**src/rtl/keypad_pkg.sv**
```systemverilog
// Shared keypad/display types: scan FSM states, column strobe patterns, row helpers.
// Latency: none, declarations and pure functions only.
// Backpressure: none.
package keypad_pkg;

    localparam int KEY_W = 4;

    typedef enum logic [1:0] {
        SCAN     = 2'd0,
        DB_PRESS = 2'd1,
        HELD     = 2'd2,
        DB_REL   = 2'd3
    } state_t;

    // Active-low one-cold column strobes; the display scanner drives its digits in the same order.
    localparam logic [3:0] COL0 = 4'b0111;
    localparam logic [3:0] COL1 = 4'b1011;
    localparam logic [3:0] COL2 = 4'b1101;
    localparam logic [3:0] COL3 = 4'b1110;

    function automatic logic [3:0] col_strobe(input logic [1:0] idx);
        logic [3:0] s;
        s = COL0;
        unique case (idx)
            2'd0: s = COL0;
            2'd1: s = COL1;
            2'd2: s = COL2;
            2'd3: s = COL3;
        endcase
        return s;
    endfunction

    // True when exactly one active-low row line is pulled down.
    function automatic logic single_low(input logic [3:0] rows);
        int n;
        n = 0;
        for (int i = 0; i < 4; i++) begin
            if (!rows[i]) n++;
        end
        return (n == 1);
    endfunction

    // Bit index of the low row; only meaningful when single_low() holds.
    function automatic logic [1:0] low_index(input logic [3:0] rows);
        logic [1:0] idx;
        idx = 2'd0;
        for (int i = 0; i < 4; i++) begin
            if (!rows[i]) idx = 2'(i);
        end
        return idx;
    endfunction

endpackage

```
**src/rtl/sync_2ff.sv**
```systemverilog
// Two-flop synchronizer for asynchronous pin inputs, with a settable idle value.
// Latency: 2 clk cycles from pin to q.
// Backpressure: none, free-running sampler.
module sync_2ff #(
    parameter int               WIDTH   = 1,
    parameter logic [WIDTH-1:0] RST_VAL = '0
) (
    input  logic             clk,
    input  logic             rst_n,
    input  logic [WIDTH-1:0] d,
    output logic [WIDTH-1:0] q
);

    logic [WIDTH-1:0] meta;

    // Two back-to-back flops; reset loads the idle pin level so no false edge appears.
    always_ff @(posedge clk) begin
        if (!rst_n) begin
            meta <= RST_VAL;
            q    <= RST_VAL;
        end else begin
            meta <= d;
            q    <= meta;
        end
    end

endmodule

```
**src/rtl/keypad_scan.sv**
```systemverilog
// 4x4 matrix keypad scanner: strobes columns, debounces press/release, holds the key code for a consumer.
// Latency: 2-cycle sync + up to SCAN_DIV dwell + DEBOUNCE_CNT stable cycles from press to key_valid.
// Backpressure: key_valid holds until key_ack; a newer key overwrites it and pulses overrun.
module keypad_scan
    import keypad_pkg::*;
#(
    parameter int SCAN_DIV     = 50000,
    parameter int DEBOUNCE_CNT = 250000
) (
    input  logic             clk,
    input  logic             rst_n,
    input  logic [3:0]       row_in,
    output logic [3:0]       col_out,
    output logic [KEY_W-1:0] key_code,
    output logic             key_valid,
    input  logic             key_ack,
    output logic             key_pressed,
    output logic             overrun
);

    localparam int DW = $clog2(SCAN_DIV);
    localparam int BW = $clog2(DEBOUNCE_CNT);
    localparam logic [DW-1:0] DWELL_MAX = DW'(SCAN_DIV - 1);
    localparam logic [BW-1:0] DB_MAX    = BW'(DEBOUNCE_CNT - 1);

    state_t      state;
    logic [DW-1:0] dwell;
    logic [BW-1:0] db_cnt;
    logic [1:0]  col_idx;
    logic [1:0]  row_idx;
    logic [3:0]  cap_rows;
    logic [3:0]  rs;
    logic [1:0]  col_next;

    assign col_next = col_idx + 2'd1;

    // Rows idle high, so the synchronizer resets to all-released.
    sync_2ff #(
        .WIDTH   (4),
        .RST_VAL (4'hF)
    ) u_row_sync (
        .clk   (clk),
        .rst_n (rst_n),
        .d     (row_in),
        .q     (rs)
    );

    // Scan/debounce FSM plus the valid/ack hold register; a key load overrides a same-cycle ack.
    always_ff @(posedge clk) begin
        if (!rst_n) begin
            state       <= SCAN;
            dwell       <= '0;
            db_cnt      <= '0;
            col_idx     <= 2'd0;
            row_idx     <= 2'd0;
            cap_rows    <= 4'hF;
            col_out     <= COL0;
            key_code    <= '0;
            key_valid   <= 1'b0;
            key_pressed <= 1'b0;
            overrun     <= 1'b0;
        end else begin
            overrun <= 1'b0;
            if (key_ack && key_valid) key_valid <= 1'b0;

            unique case (state)
                SCAN: begin
                    if (dwell == DWELL_MAX) begin
                        dwell <= '0;
                        if (single_low(rs)) begin
                            // Column stays frozen while this row is qualified.
                            state    <= DB_PRESS;
                            cap_rows <= rs;
                            row_idx  <= low_index(rs);
                            db_cnt   <= '0;
                        end else begin
                            // Idle or ghosted (several rows low): keep scanning.
                            col_idx <= col_next;
                            col_out <= col_strobe(col_next);
                        end
                    end else begin
                        dwell <= dwell + DW'(1);
                    end
                end

                DB_PRESS: begin
                    if (rs == cap_rows) begin
                        if (db_cnt == DB_MAX) begin
                            state       <= HELD;
                            key_code    <= {row_idx, col_idx};
                            key_valid   <= 1'b1;
                            key_pressed <= 1'b1;
                            overrun     <= key_valid && !key_ack;
                        end else begin
                            db_cnt <= db_cnt + BW'(1);
                        end
                    end else begin
                        // Bounce: resume scanning on the same column.
                        state <= SCAN;
                        dwell <= '0;
                    end
                end

                HELD: begin
                    // Other keys are ignored; only a full release is tracked.
                    if (rs == 4'hF) begin
                        state  <= DB_REL;
                        db_cnt <= '0;
                    end
                end

                DB_REL: begin
                    if (rs != 4'hF) begin
                        state <= HELD;
                    end else if (db_cnt == DB_MAX) begin
                        state       <= SCAN;
                        key_pressed <= 1'b0;
                        dwell       <= '0;
                        col_idx     <= col_next;
                        col_out     <= col_strobe(col_next);
                    end else begin
                        db_cnt <= db_cnt + BW'(1);
                    end
                end

                default: state <= SCAN;
            endcase
        end
    end

endmodule
```
**config.mk**
```make
export PLATFORM = sky130hd
export DESIGN_NAME = keypad_scan
export DESIGN_NICKNAME = d
export VERILOG_FILES = /design/src/rtl/keypad_pkg.sv /design/src/rtl/sync_2ff.sv /design/src/rtl/keypad_scan.sv
export SDC_FILE = /design/constraint.sdc
export NUM_CORES = 1
export LEC_CHECK = 0
export CELL_PAD_IN_SITES_DETAIL_PLACEMENT = 1
export CELL_PAD_IN_SITES_GLOBAL_PLACEMENT = 1
export CORE_MARGIN = 2
export CORE_UTILIZATION = 42
export DETAILED_ROUTE_END_ITERATION = 6
export HOLD_SLACK_MARGIN = 0.05
export MAX_ROUTING_LAYER = met4
export PLACE_DENSITY = 0.77
export SYNTH_ARGS = -nofsm -noshare
export SYNTH_HDL_FRONTEND = slang
export SYNTH_SLANG_ARGS = --single-unit
```
**constraint.sdc**
```tcl
create_clock -name clk -period 2.6 [get_ports clk]
set_input_delay 0.52 -clock clk [delete_from_list [all_inputs] [get_ports clk]]
set_output_delay 0.52 -clock clk [all_outputs]
set_load 0.02 [all_outputs]
```
* Yosys cells after proc, flatten, opt, wreduce, memory -nomap -nowiden
Index checks and enable logic that the tools add are counted.
** Cells by class
- Bitwise logic cells :: 0
- Multipliers :: 0
- Eq/ne operators :: 23
- Shift operators :: 0
- Divide/modulo/power cells :: 0
- Multiplexer cells :: 59
- Reductions and logical operators :: 16
- $add $sub $neg :: 6
- $lt $le $gt $ge :: 0
** Operators by type and width (number)
- 2-to-1 mux 32 bit :: 15
- 2-to-1 mux 18 bit :: 6
- adder 32 x 2 -> 32 bit (second input constant) :: 3
- case mux 18 bit (4 select lines) :: 1
- 2-to-1 mux 16 bit :: 4
- case mux 16 bit (3 select lines) :: 1
- equality test 32 x 2 -> 1 bit (second input constant) :: 1
- 2-to-1 mux 2 bit :: 13
- AND reduction 5 bit :: 4
- adder 18 x 1 -> 18 bit (second input constant) :: 1
- equality test 18 bit (second input constant) :: 1
- != test 2 bit (second input constant) :: 9
- adder 16 x 1 -> 16 bit (second input constant) :: 1
- equality test 16 bit (second input constant) :: 1
- 2-to-1 mux 4 bit :: 4
- case mux 4 bit (4 select lines) :: 1
- 2-to-1 mux 1 bit :: 10
- equality test 2 bit (second input constant) :: 4
- case mux 2 bit (4 select lines) :: 1
- case mux 4 bit (2 select lines) :: 1
- AND reduction 4 bit :: 2
- != test 3 bit (second input constant) :: 2
- AND reduction 3 bit :: 2
- equality test 2 x 1 -> 1 bit (second input constant) :: 2
- 11 further kinds :: 14
** Storage, ports and cells
- Output and inout port bits :: 11
- Register bits :: 63
- Memory bits (writable) :: 0
- Word-level logic and storage cells :: 117
- Latch bits :: 0
- Bits of input ports :: 7
- Memories :: 0
- Memory bits (read-only) :: 0

* Depth between registers and ports, before layout
Gate-level depths: netlist of run 1.
- Depth after elaboration :: 23
- Depth in mapped cells :: 12
- Depth with buffers taken out :: 10

* Modules after synthesis
Synthesis of run 1 repeated with hierarchy kept, for this count alone.
** Unflattened totals
- Cell total of the unflattened synthesis :: 425
- Area, all modules :: 3678.5 µm²
** Modules (own cells, without submodules)
- keypad_scan :: cells each 409, times used 1, sequential area each 1101.1 µm², area an instance 3468.3 µm²
- sync_2ff :: cells each 16, times used 1, sequential area each 160.2 µm², area an instance 210.2 µm²

* Least setup slack after synthesis of run 1
No wires, ideal clock.
- Path type :: flip-flop to flip-flop
- Start point :: register u_row_sync.q[0]
- End point :: register db_cnt[10]
- Path slack :: 0.014 ns
- Stages on the path, launching flop included :: 11
- Period minus slack after synthesis :: 2.586 ns
- Path buffers :: 1
- Data required time :: 2.530 ns
- Setup time :: 0.070 ns
- Arrival :: 2.515 ns
- Cell sequence :: dfxtp_1 > inv_1 > ha_1 > xnor2_1 > ha_1 > nor4b_1 > or4_4 > a31oi_1 > buf_4 > or4_1 > a21oi_1
** On the way
- Longest elaborated chain between the ends :: 22
- Elaborated cells between the ends (all ways) :: 28
- Those cells by class :: add/sub: 3; eq/ne: 8; mux: 16; reduce/logical: 1
** Ends and longest elaborated chain
- start: declaration :: RTL line sync_2ff.sv:11 : output logic [WIDTH-1:0] q
- start signal: assignment :: RTL line sync_2ff.sv:23 : q <= meta;
- 2-to-1 mux 1 bit :: RTL line keypad_pkg.sv:38 : if (!rows[i]) n++;
- 2-to-1 mux 32 bit :: RTL line keypad_scan.sv:68 : if (dwell == DWELL_MAX) begin
- 2-to-1 mux 32 bit :: RTL line keypad_scan.sv:66 : unique case (state)
- 2-to-1 mux 32 bit :: RTL line keypad_scan.sv:50 : if (!rst_n) begin
- adder 32 x 2 -> 32 bit :: RTL line keypad_pkg.sv:38
- 2-to-1 mux 32 bit :: RTL line keypad_pkg.sv:38
- 2-to-1 mux 32 bit :: RTL line keypad_scan.sv:68
- 2-to-1 mux 32 bit :: RTL line keypad_scan.sv:66
- (+6 left out)
- adder 32 x 2 -> 32 bit :: RTL line keypad_pkg.sv:38
- 2-to-1 mux 32 bit :: RTL line keypad_pkg.sv:38
- 2-to-1 mux 32 bit :: RTL line keypad_scan.sv:68
- 2-to-1 mux 32 bit :: RTL line keypad_scan.sv:66
- 2-to-1 mux 32 bit :: RTL line keypad_scan.sv:50
- equality test 32 x 2 -> 1 bit :: RTL line keypad_pkg.sv:40 : return (n == 1);
- != test 2 bit (no line)
- AND reduction 5 bit (no line) (*)
- end signal: assignment :: RTL line keypad_scan.sv:95 : db_cnt <= db_cnt + BW'(1);
- end signal: assignment :: RTL line keypad_scan.sv:122 : db_cnt <= db_cnt + BW'(1);
- end: declaration :: RTL line keypad_scan.sv:28 : logic [BW-1:0] db_cnt;
Mark *: on every way between the ends. The rest lies on a longest branch, timed or not. The select of a mux whose other input is x is not followed.
A chain may end at the register's enable or synchronous reset.

* Final worst setup path of run 1
- Start point :: register u_row_sync.q[1]
- End point :: register cap_rows[3]
** On the way
- Longest elaborated chain between the ends :: 16
** Ends and longest elaborated chain
- 2-to-1 mux 32 bit (*) :: RTL line keypad_pkg.sv:38
- 2-to-1 mux 32 bit (*) :: RTL line keypad_scan.sv:68
- 2-to-1 mux 32 bit (*) :: RTL line keypad_scan.sv:66
- 2-to-1 mux 32 bit (*) :: RTL line keypad_scan.sv:50
- adder 32 x 2 -> 32 bit :: RTL line keypad_pkg.sv:38
- 2-to-1 mux 32 bit (*) :: RTL line keypad_pkg.sv:38
- 2-to-1 mux 32 bit (*) :: RTL line keypad_scan.sv:68
- 2-to-1 mux 32 bit (*) :: RTL line keypad_scan.sv:66
- 2-to-1 mux 32 bit (*) :: RTL line keypad_scan.sv:50
- adder 32 x 2 -> 32 bit :: RTL line keypad_pkg.sv:38
- 2-to-1 mux 32 bit (*) :: RTL line keypad_pkg.sv:38
- 2-to-1 mux 32 bit (*) :: RTL line keypad_scan.sv:68
- 2-to-1 mux 32 bit (*) :: RTL line keypad_scan.sv:66
- 2-to-1 mux 32 bit (*) :: RTL line keypad_scan.sv:50
- equality test 32 x 2 -> 1 bit (*) :: RTL line keypad_pkg.sv:40
- AND reduction 3 bit (no line) (*)
- end signal: assignment :: RTL line keypad_scan.sv:73 : cap_rows <= rs;
- end: declaration :: RTL line keypad_scan.sv:31 : logic [3:0] cap_rows;
Marked as above.

==> results of run 1 <==
-- critical path, delay by kind of cell, from the launching register on --
kind | cells | cell delay [ps]
buffers and inverters | 3 | 380
adder cells (fa/ha/maj) | 2 | 540
flip-flops | 1 | 340
AND/OR/NAND/NOR | 4 | 890
multiplexers | 1 | 220
XOR/XNOR | 1 | 130
-- through the flow --
| stage | utilization [%] | cells | power [mW] |
|---|---|---|---|
| floorplan | - | 392 | 1.07 |
| global route | 50.9 | 525 | 2.03 |
| detailed placement | 47.2 | 511 | 1.12 |
| CTS | 49.9 | 526 | 1.95 |
| finish | 50.9 | 525 | 1.95 |
| global placement | 47.2 | 511 | 1.11 |
-- worst min-delay path by stage --
stage,cells past startpoint,endpoint,startpoint
6_report,1,u_row_sync.q[0]$_SDFF_PN1_,u_row_sync.meta[0]$_SDFF_PN1_
5_1_grt,1,u_row_sync.q[0]$_SDFF_PN1_,u_row_sync.meta[0]$_SDFF_PN1_
4_1_cts,1,u_row_sync.q[0]$_SDFF_PN1_,u_row_sync.meta[0]$_SDFF_PN1_
3_5_place_dp,1,u_row_sync.q[3]$_SDFF_PN1_,u_row_sync.meta[3]$_SDFF_PN1_
3_3_place_gp,1,u_row_sync.q[3]$_SDFF_PN1_,u_row_sync.meta[3]$_SDFF_PN1_
2_1_floorplan,1,u_row_sync.q[0]$_SDFF_PN1_,u_row_sync.meta[0]$_SDFF_PN1_
-- area by class of cell --
type / instances / area (um^2) / area share, %
clock buffer: 10 / 138 / 3.34
timing repair buffer: 41 / 374 / 9.08
sequential: 63 / 1260 / 30.7
tap: 105 / 131 / 3.19
inverter: 9 / 33.8 / 0.820
clock inverter: 4 / 47.5 / 1.15
multi-input combinational: 293 / 2130 / 51.7
-- timing repair --
action	in CTS	in global routing
setup buffers	1	0
endpoints found under the hold margin	0	0
endpoints found under the setup margin	20	35
pin swaps	0	5
gates resized for setup	6	22
-- per-layer routing --
layer	vias to the layer above	track usage [%]	part of all wire (%)
li1	1546	-	-
met1	1593	30.1	47
met2	52	36.1	49
met3	14	3.27	2.5
met4	0	8.09	1.5
met5	-	-	0
-- logic make-up after synthesis --
kind of cell             Yosys count  share of synthesized area (%)
XOR/XNOR                           6                           1.95
adder cells (fa/ha/maj)            9                           3.24
AND/OR/NAND/NOR                  175                           31.4
buffers and inverters             36                           5.41
AO/OA/AOI/OAI                     88                           17.3
multiplexers                      15                           4.33
flip-flops                        63                           36.3
-- cell usage in the layout, fill, tap and decap left out, drive strengths merged, types with 6 or more instances in the layout --
cell	Yosys	final
or3	7	7
nor2	17	17
dfxtp	63	63
buf	15	24
ha	9	9
nor4	10	10
mux2i	15	15
clkbuf	12	10
nand2b	9	9
nand4	11	11
nand2	24	24
nand3b	9	9
nor4b	6	6
clkdlybuf4s50	0	17
inv	9	9
o21ai	15	15
nand3	22	22
a21oi	27	27
or4	20	20
nor3	12	12
o31ai	17	17
-- flip-flops by register name, summed over array words and instances (netlist names) --
name,cells
state,2
key_code,4
db_cnt,18
col_idx,2
dwell,16
key_pressed,1
row_idx,2
u_row_sync.q,4
cap_rows,4
overrun,1
u_row_sync.meta,4
col_out,4
key_valid,1
-- power breakdown --
group / switching, mW / leakage (nW) / internal [mW]
combinational: 0.0699 / 0.781 / 0.0610
sequential: 0.0101 / 0.509 / 0.976
clock: 0.380 / 0.0940 / 0.455
total: 0.460 / 1.38 / 1.49
==> flow_summary.json, run 1 <==
{
  "worstReg2RegEnd": "cap_rows[3]$_SDFFE_PN1P_",
  "fillers": 963,
  "core_um2": 8090,
  "cts.sinks": 63,
  "synth.net_count": 408,
  "syn_area_um2": 3470,
  "hold_violations": 0,
  "clock_latency_ps": 340,
  "via_count": 3205,
  "initial_utilization_pct": 42.9,
  "yosys_warnings": 0,
  "crit_type": "reg -> reg",
  "maxCapViolCount": 0,
  "ys.flop_type": "dfxtp_1",
  "postRouteAntennaNets": 0,
  "ys_types": 62,
  "first_iter_violations": 125,
  "startpoint": "u_row_sync.q[1]$_SDFF_PN1_",
  "vdd_drop_max_mv": 0.278,
  "fin_crit_sh_pct": 100,
  "grt_antenna_before_repair": 0,
  "place.gp.congestion": 0.866,
  "fin_hold_ws_ps": 413,
  "syn_to_final_growth_pct": 18.7,
  "first_global_vias": 3207,
  "synth_area_leaders": "dfxtp_1 (36%), mux2i_1 (4.3%), a21oi_1 (3.9%), or4_1 (3.9%), o31ai_1 (3.7%)",
  "r2r_slack_ps": -4,
  "place_ws_ps": -67.0,
  "postPlaceCellArea_um2": 3820,
  "fin_tns_setup_ps": -4.31,
  "routed_wl_um": 9860,
  "slew_violations": 0,
  "antenna_cells": 0,
  "setup_viol": 1,
  "dp_hpwl_um": 6570,
  "clock_skew_ps": 6.40,
  "status": "finished, violations left",
  "path_cells": "inv_2, ha_4, xnor2_4, ha_4, nor4b_2, or4_4, buf_6, nand4b_1, buf_6, mux2i_1, nand2_1",
  "grt_max_degree": 29,
  "start_kind": "flop",
  "failed_checks": "setup timing",
  "synth_commonest_cells": "dfxtp_1 (63), a21oi_1 (27), nand2_1 (23)",
  "netlist.area_leader.share_pct": 36.3,
  "ios": 18,
  "syn_inst": 392,
  "port_buffers": 17,
  "fin_area_um2": 4120,
  "crit_required_ps": 2830,
  "power.leakage_nw": 1.38,
  "rows": 33,
  "grt_util_all_layers_pct": 22.9,
  "slowest_stage": "or4_4",
  "route.detailed.drc": 0,
  "synth_seq_cells": 63,
  "ff2ff_path_depth": 11,
  "cts_buffers": 9,
  "max_slew_margin_pct": 58.8,
  "worst_pin_slew_ps": 614,
  "path_clk_slew_ps": 70,
  "fin_crit_ps": 2600,
  "max_stage_delay_ps": 550,
  "timing.fmax_mhz": 384,
  "cts_root_buf": "clkbuf_8",
  "cts_tree": "yes",
  "crit_path_end_kind": "flop",
  "synthMostInstantiatedCell": "dfxtp_1",
  "power.density_nw_per_um2": 474,
  "grt_pass1_wl_um": 15800,
  "drive_gt1_share_pct": 16.9,
  "dr.pass1.iters": 4,
  "worstPathArrival_ps": 2830,
  "layout_setup_ws_ps": -4.31,
  "htree_levels": 3,
  "async_flop_share_pct": 0,
  "die_w_um": 94.9,
  "die-area_um2": 9010,
  "hold_buffers": 0,
  "yosys.area.top_type": "dfxtp_1",
  "synth_edf_count": 0,
  "crit_end": "cap_rows[3]$_SDFFE_PN1P_",
  "cp_max_fo": 6,
  "wire_per_inst_um": 18.8,
  "overflow": 0,
  "ys_seq_area_share_pct": 36.3,
  "hp-class": "reg -> reg",
  "worstReg2RegStart": "u_row_sync.q[1]$_SDFF_PN1_",
  "cts_buffer_depth": 2,
  "die_h_um": 94.9,
  "nets": 433,
  "avgSynthCellArea_um2": 8.85,
  "via_per_inst": 6.10
}
(Power assumes the default switching activity.)
==> inputs of run 2 (changes only) <==
CTS_CLUSTER_SIZE = 12   (was default)
SLEW_MARGIN = 10   (was default)
==> results of run 2 <==
No change in the layout: final DEF, timing and power equal those of run 1.
==> inputs of run 3 (changes only) <==
CORE_UTILIZATION = 30   (was 42)
PLACE_DENSITY = 0.59   (was 0.77)
==> run 3 against run 2 <==
Effect of this change:
- the run now ends clean
- critical path depth decreased by 1
- largest cell class unchanged
- register-to-register slack improved by 80 ps
- combinational power down 3%
- die area grew 38%
- wire length is 2.5% lower
- final cell count is 9.5% higher
- via count shrank 0.97%
- sequential power hardly changed
- non-clock buffer count rose by 10
==> flow_summary.json, run 3 (synthesis results as in run 1) <==
{
  "status": "finished, final reports clean",
  "total_power_mw": 2.37,
  "dr.pass1.iters": 4,
  "hold_buffers": 0,
  "cp_max_fo": 23,
  "cts_buffers": 9,
  "final_cells": 575,
  "fin_crit_sh_pct": 97.0,
  "via_count": 3174,
  "power.leakage_nw": 1.49,
  "antenna_cells": 0,
  "cts_tree": "yes",
  "clock_latency_ps": 340,
  "grt_max_degree": 26,
  "nets": 443,
  "worst_pin_slew_ps": 806,
  "first_iter_violations": 139,
  "maxCapViolCount": 0,
  "dp_hpwl_um": 6810,
  "grt_util_all_layers_pct": 16.5,
  "crit_required_ps": 2870,
  "final_cell_mix": "dfxtp_1 (62), buf_4 (30), nand3_1 (22), nand2_1 (22), a21oi_1 (22)",
  "fin_crit_ps": 2520,
  "fin_hold_ws_ps": 406,
  "die-area_um2": 12400,
  "drive_gt1_share_pct": 18.5,
  "overflow": 0,
  "cts_buffer_depth": 2,
  "timing.fmax_mhz": 396,
  "postRouteAntennaNets": 0,
  "layout_commonest_cell": "dfxtp_1",
  "first_global_vias": 3206,
  "largestRegisters": "db_cnt (18), dwell (16)",
  "core_um2": 11400,
  "hold_violations": 0,
  "slew_violations": 0,
  "path_clk_slew_ps": 50,
  "setup_viol": 0,
  "route.detailed.drc": 0,
  "crit_path_end_kind": "flop",
  "routed_wl_um": 9610,
  "top_register": "db_cnt",
  "max_slew_margin_pct": 46.3,
  "grt_antenna_before_repair": 0,
  "hp-class": "reg -> reg",
  "die_w_um": 112,
  "initial_utilization_pct": 30.5,
  "ios": 18,
  "fin_tns_setup_ps": 0,
  "wire_per_inst_um": 16.7,
  "place_inst": 555,
  "cts_root_buf": "clkbuf_16",
  "die_h_um": 112,
  "crit_type": "reg -> reg",
  "power.density_nw_per_um2": 544,
  "via_per_inst": 5.52,
  "place.gp.congestion": 0.812,
  "grt_pass1_wl_um": 16100,
  "port_buffers": 17,
  "start_kind": "flop",
  "htree_levels": 3,
  "largest_register_ffs": 18,
  "vdd_drop_max_mv": 0.334,
  "syn_to_final_growth_pct": 25.4,
  "clock_skew_ps": 4.42,
  "worstPathArrival_ps": 2790,
  "rsz0062_at_grt": "true",
  "rows": 39,
  "cts.sinks": 63
}
run 3: cell count changes in the layout (fill, tap and decap cells not counted), sizes merged:
cell      delta
clkbuf       +3
buf         +10
clkinvlp     -1
run 3: path summary, 6_finish.rpt:
kind	start	to	slack, ps	cells past startpoint
setup / recovery	u_row_sync.q[0]$_SDFF_PN1_	db_cnt[6]$_SDFFE_PN0P_	80	10
hold / removal	u_row_sync.meta[1]$_SDFF_PN1_	u_row_sync.q[1]$_SDFF_PN1_	410	1
hold reg to reg	u_row_sync.meta[1]$_SDFF_PN1_	u_row_sync.q[1]$_SDFF_PN1_	410	1
setup reg to reg	u_row_sync.q[0]$_SDFF_PN1_	db_cnt[6]$_SDFFE_PN0P_	80	10
run 3: timing repair:
action | in CTS | in global routing
resized for setup | 8 | 15
pin swaps | 2 | 5
setup buffers | 2 | 2
setup endpoints to repair | 22 | 34
run 3: layer usage:
metal	part of all wire [%]	track usage [%]	up-vias
li1	-	-	1574
met1	48	20.5	1560
met2	47	26.3	30
met3	2.7	3.76	10
met4	1.5	5.93	0
met5	0	-	-
run 3: area by class of cell:
cell class | instances | area, um^2
Timing Repair Buffer | 51 | 453
Sequential cell | 63 | 1260
Fill cell | 1308 | 7020
Clock inverter | 3 | 40.0
Tap cell | 143 | 179
Multi-Input combinational cell | 293 | 2110
Inverter | 9 | 33.8
Clock buffer | 13 | 270
run 3: where the power goes:
group	leakage, nW	switching [mW]	internal, mW
clock network	0.156	0.437	0.817
logic	0.820	0.0672	0.0603
registers	0.510	0.00844	0.978
total	1.49	0.513	1.85
run 3: worst max-delay path, stage by stage, from the launching register on:
cell     delay [ps]
dfxtp_2         320
buf_4           130
ha_1            230
a21oi_2         200
ha_4            230
nor4b_2         220
or4_4           170
a31oi_2         100
buf_12          180
or4_1           520
a21oi_2         150
run 3: stage by stage:
| step | util (%) | setup slack (ps) | cell area (um^2) |
|---|---|---|---|
| 2_1_floorplan | - | 14.2 | 3470 |
| 3_3_place_gp | 34.4 | -32.5 | 3910 |
| 3_5_place_dp | 34.4 | -164 | 3910 |
| 4_1_cts | 37.6 | 8.27 | 4280 |
| 5_1_grt | 38.3 | -68.4 | 4350 |
| 6_report | 38.3 | 77.4 | 4350 |
==> RTL change (settings of run 1) <==
Put one more register stage on the output `overrun`. The value now appears one clock later. The other outputs are not delayed to match.
--- a/src/rtl/keypad_scan.sv
+++ b/src/rtl/keypad_scan.sv
@@ -24,2 +24,4 @@
     localparam logic [BW-1:0] DB_MAX    = BW'(DEBOUNCE_CNT - 1);
+
+    logic overrun_s0;
 
@@ -60,5 +62,5 @@
             key_pressed <= 1'b0;
-            overrun     <= 1'b0;
+            overrun_s0  <= 1'b0;
         end else begin
-            overrun <= 1'b0;
+            overrun_s0 <= 1'b0;
             if (key_ack && key_valid) key_valid <= 1'b0;
@@ -92,3 +94,3 @@
                             key_pressed <= 1'b1;
-                            overrun     <= key_valid && !key_ack;
+                            overrun_s0  <= key_valid && !key_ack;
                         end else begin
@@ -130,2 +132,6 @@
 
+    always_ff @(posedge clk) begin
+        overrun <= overrun_s0;
+    end
+
 endmodule
Function: same outputs for any inputs over 10 cycles, from zero or initial values and one cycle with rst_n low; that may be too few to reach the edited logic, so the function may still have changed.
==> RTL change against run 1 <==
Highest routed layer unchanged. Design area is 0.76% lower. Worst setup slack worse by 0.23 ns. Critical path type unchanged. Synthesized area is 9.7% lower. Wire length is 1.8% lower. Via count is 8.5% lower. Hold slack worse by 0.083 ns. Total power is 1.3% higher. Sequential share of layout area is 0.72 points higher. Die area is 9.3% lower. The run still ends with negative setup slack left. First-iteration DRC count is 15% lower. Sequential cell count is 1 higher.
==> RTL change: results <==
[min_path]
endpoint_worst_hold = overrun
hold_path_startpoint = overrun_s0
min_path_cells = 0

[timing]
holdWs_ns = 0.330
tightestPinTransition_ns = 0.673
timing.final.ws_setup_ns = -0.234
finClkSkew_ns = 0.0106
setup_viol = 17
timing.setup.tns_ns = -1.55

[status]
violations = negative setup slack
outcome = complete, but fails checks

[global_route]
grt_max_degree = 19
first_global_vias = 3006
grtUsageTotal_pct = 22.9
groute.layer.met3.usage_pct = 4.92
met1_track_utilization_from_global_routing_pct = 26.6
grt_use_met2_pct = 38.1
grt_pass1_wl_um = 14500

[synthesis]
async_flop_share_pct = 0
yosysSeqAreaShare_pct = 40.9
synth.net_count = 367
synthAdderAreaFrac_pct = 3.59
synthTopCellsByCount = 64 x sky130_fd_sc_hd__dfxtp_1, 32 x sky130_fd_sc_hd__nor2_1, 29 x sky130_fd_sc_hd__nand2_1
synth_area_leaders = sky130_fd_sc_hd__dfxtp_1 41%, sky130_fd_sc_hd__a21oi_1 4.0%, sky130_fd_sc_hd__nor2_1 3.8%
synth.lib_cells_used.distinct = 53
synth-xor-area-share_pct = 4.47
area_fraction_in_compound_gates_after_synthesis_pct = 15.7
synth.area.mux_share_pct = 2.24

[placed_design]
final_weighted_congestion_in_routability_driven_placement = 0.846
dp_hpwl_um = 5470

[power_and_ir_drop]
peakVddDrop_uv = 325
power_leakage_nw = 1.43

[clock_tree]
tritoncts.num_buffers = 9
htree_num_levels = 3
cts.reportedPaths.clkPinSlew_ns = 0.07
clkLatencyLatePin_ns = 0.36

[finish]
fraction_of_final_layout_cells_sized_beyond_drive_strength_1_pct = 25.7
finalNetCount = 417
diodes = 0

[worst_setup_path]
worst-path-max-fanout = 7
cp_slowest_stage_delay_ns = 0.54
worst_reg2reg_startpoint = u_row_sync.q[0]
worstReg2RegEnd = db_cnt[11]
critical_path_arrival_ns = 3.10
cpMaxStageDelayCell = sky130_fd_sc_hd__or4_1

[route]
drtIter0Drc = 106
num_vias = 2934
route.final.wire_length_um = 9680
antenna_violating_nets_post_route = 0
RTL change: cell count changes after synthesis, sizes merged, moves of 7 or more:
cell	delta
nand3	-8
mux2i	-8
nor2	+16
nand3b	-8
o31ai	-8
clkbuf	-7
or4	-9
xor2	+9
RTL change: report_power, final:
part / internal (mW) / total, mW / switching, mW
clock network: 0.459 / 0.853 / 0.394
registers: 0.990 / 1.00 / 0.00938
logic: 0.0577 / 0.124 / 0.0667
RTL change: how the worst max path moves through the flow:
stage,endpoint,slack [ns],from,cells past startpoint
finish,db_cnt[11],-0.23,u_row_sync.q[0],11
detailed placement,db_cnt[9],-0.34,u_row_sync.q[0],10
global route,db_cnt[11],-0.32,u_row_sync.q[0],11
global placement,db_cnt[11],-0.18,u_row_sync.q[0],10
CTS,db_cnt[16],-0.14,u_row_sync.q[0],11
floorplan,db_cnt[7],0.02,u_row_sync.q[0],11
RTL change: logic make-up after synthesis:
family,count (synthesis)
buf+inv,26
xor+xnor,16
simple gates,156
mux,7
fa+ha+maj,9
flops,64
compound gates,73
RTL change: layout make-up:
class	instances	area, µm²
clock buffers	11	141
flip-flops and latches	64	1280
repair buffers	51	460
clock inverters	4	45.0
inverters	12	45.0
fillers	823	3160
well taps	99	124
multi-input cells	263	1990
RTL change: layer usage:
layer,share of wire (%),vias up
met5,0,-
met4,2.6,0
met3,2.9,25
met2,52,61
met1,43,1464
li1,-,1384
RTL change: worst register-to-register path: stages (launching register included):
cell,delay (ns)
sky130_fd_sc_hd__dfxtp_2,0.35
sky130_fd_sc_hd__inv_2,0.06
sky130_fd_sc_hd__ha_4,0.26
sky130_fd_sc_hd__xnor2_4,0.15
sky130_fd_sc_hd__ha_4,0.24
sky130_fd_sc_hd__nor4b_4,0.34
sky130_fd_sc_hd__nor4_4,0.12
sky130_fd_sc_hd__nor3_4,0.23
sky130_fd_sc_hd__buf_6,0.15
sky130_fd_sc_hd__o211ai_4,0.12
sky130_fd_sc_hd__or4_1,0.54
sky130_fd_sc_hd__a21oi_1,0.19
RTL change: timing repair:
action	4_1_cts	5_1_grt
gates resized for setup	19	34
pin swaps	10	29
endpoints found under the setup margin	24	35
buffers inserted	10	2
gates cloned	2	0
RTL change: through the flow:
stage                     worst slack, ns  area, µm²  std cells
final                              -0.234       4090        504
after global routing               -0.316       4090        504
after CTS                          -0.138       3920        502
after detailed placement           -0.336       3540        475
after global placement             -0.176       3540        475
after floorplan                    0.0182       3150        351
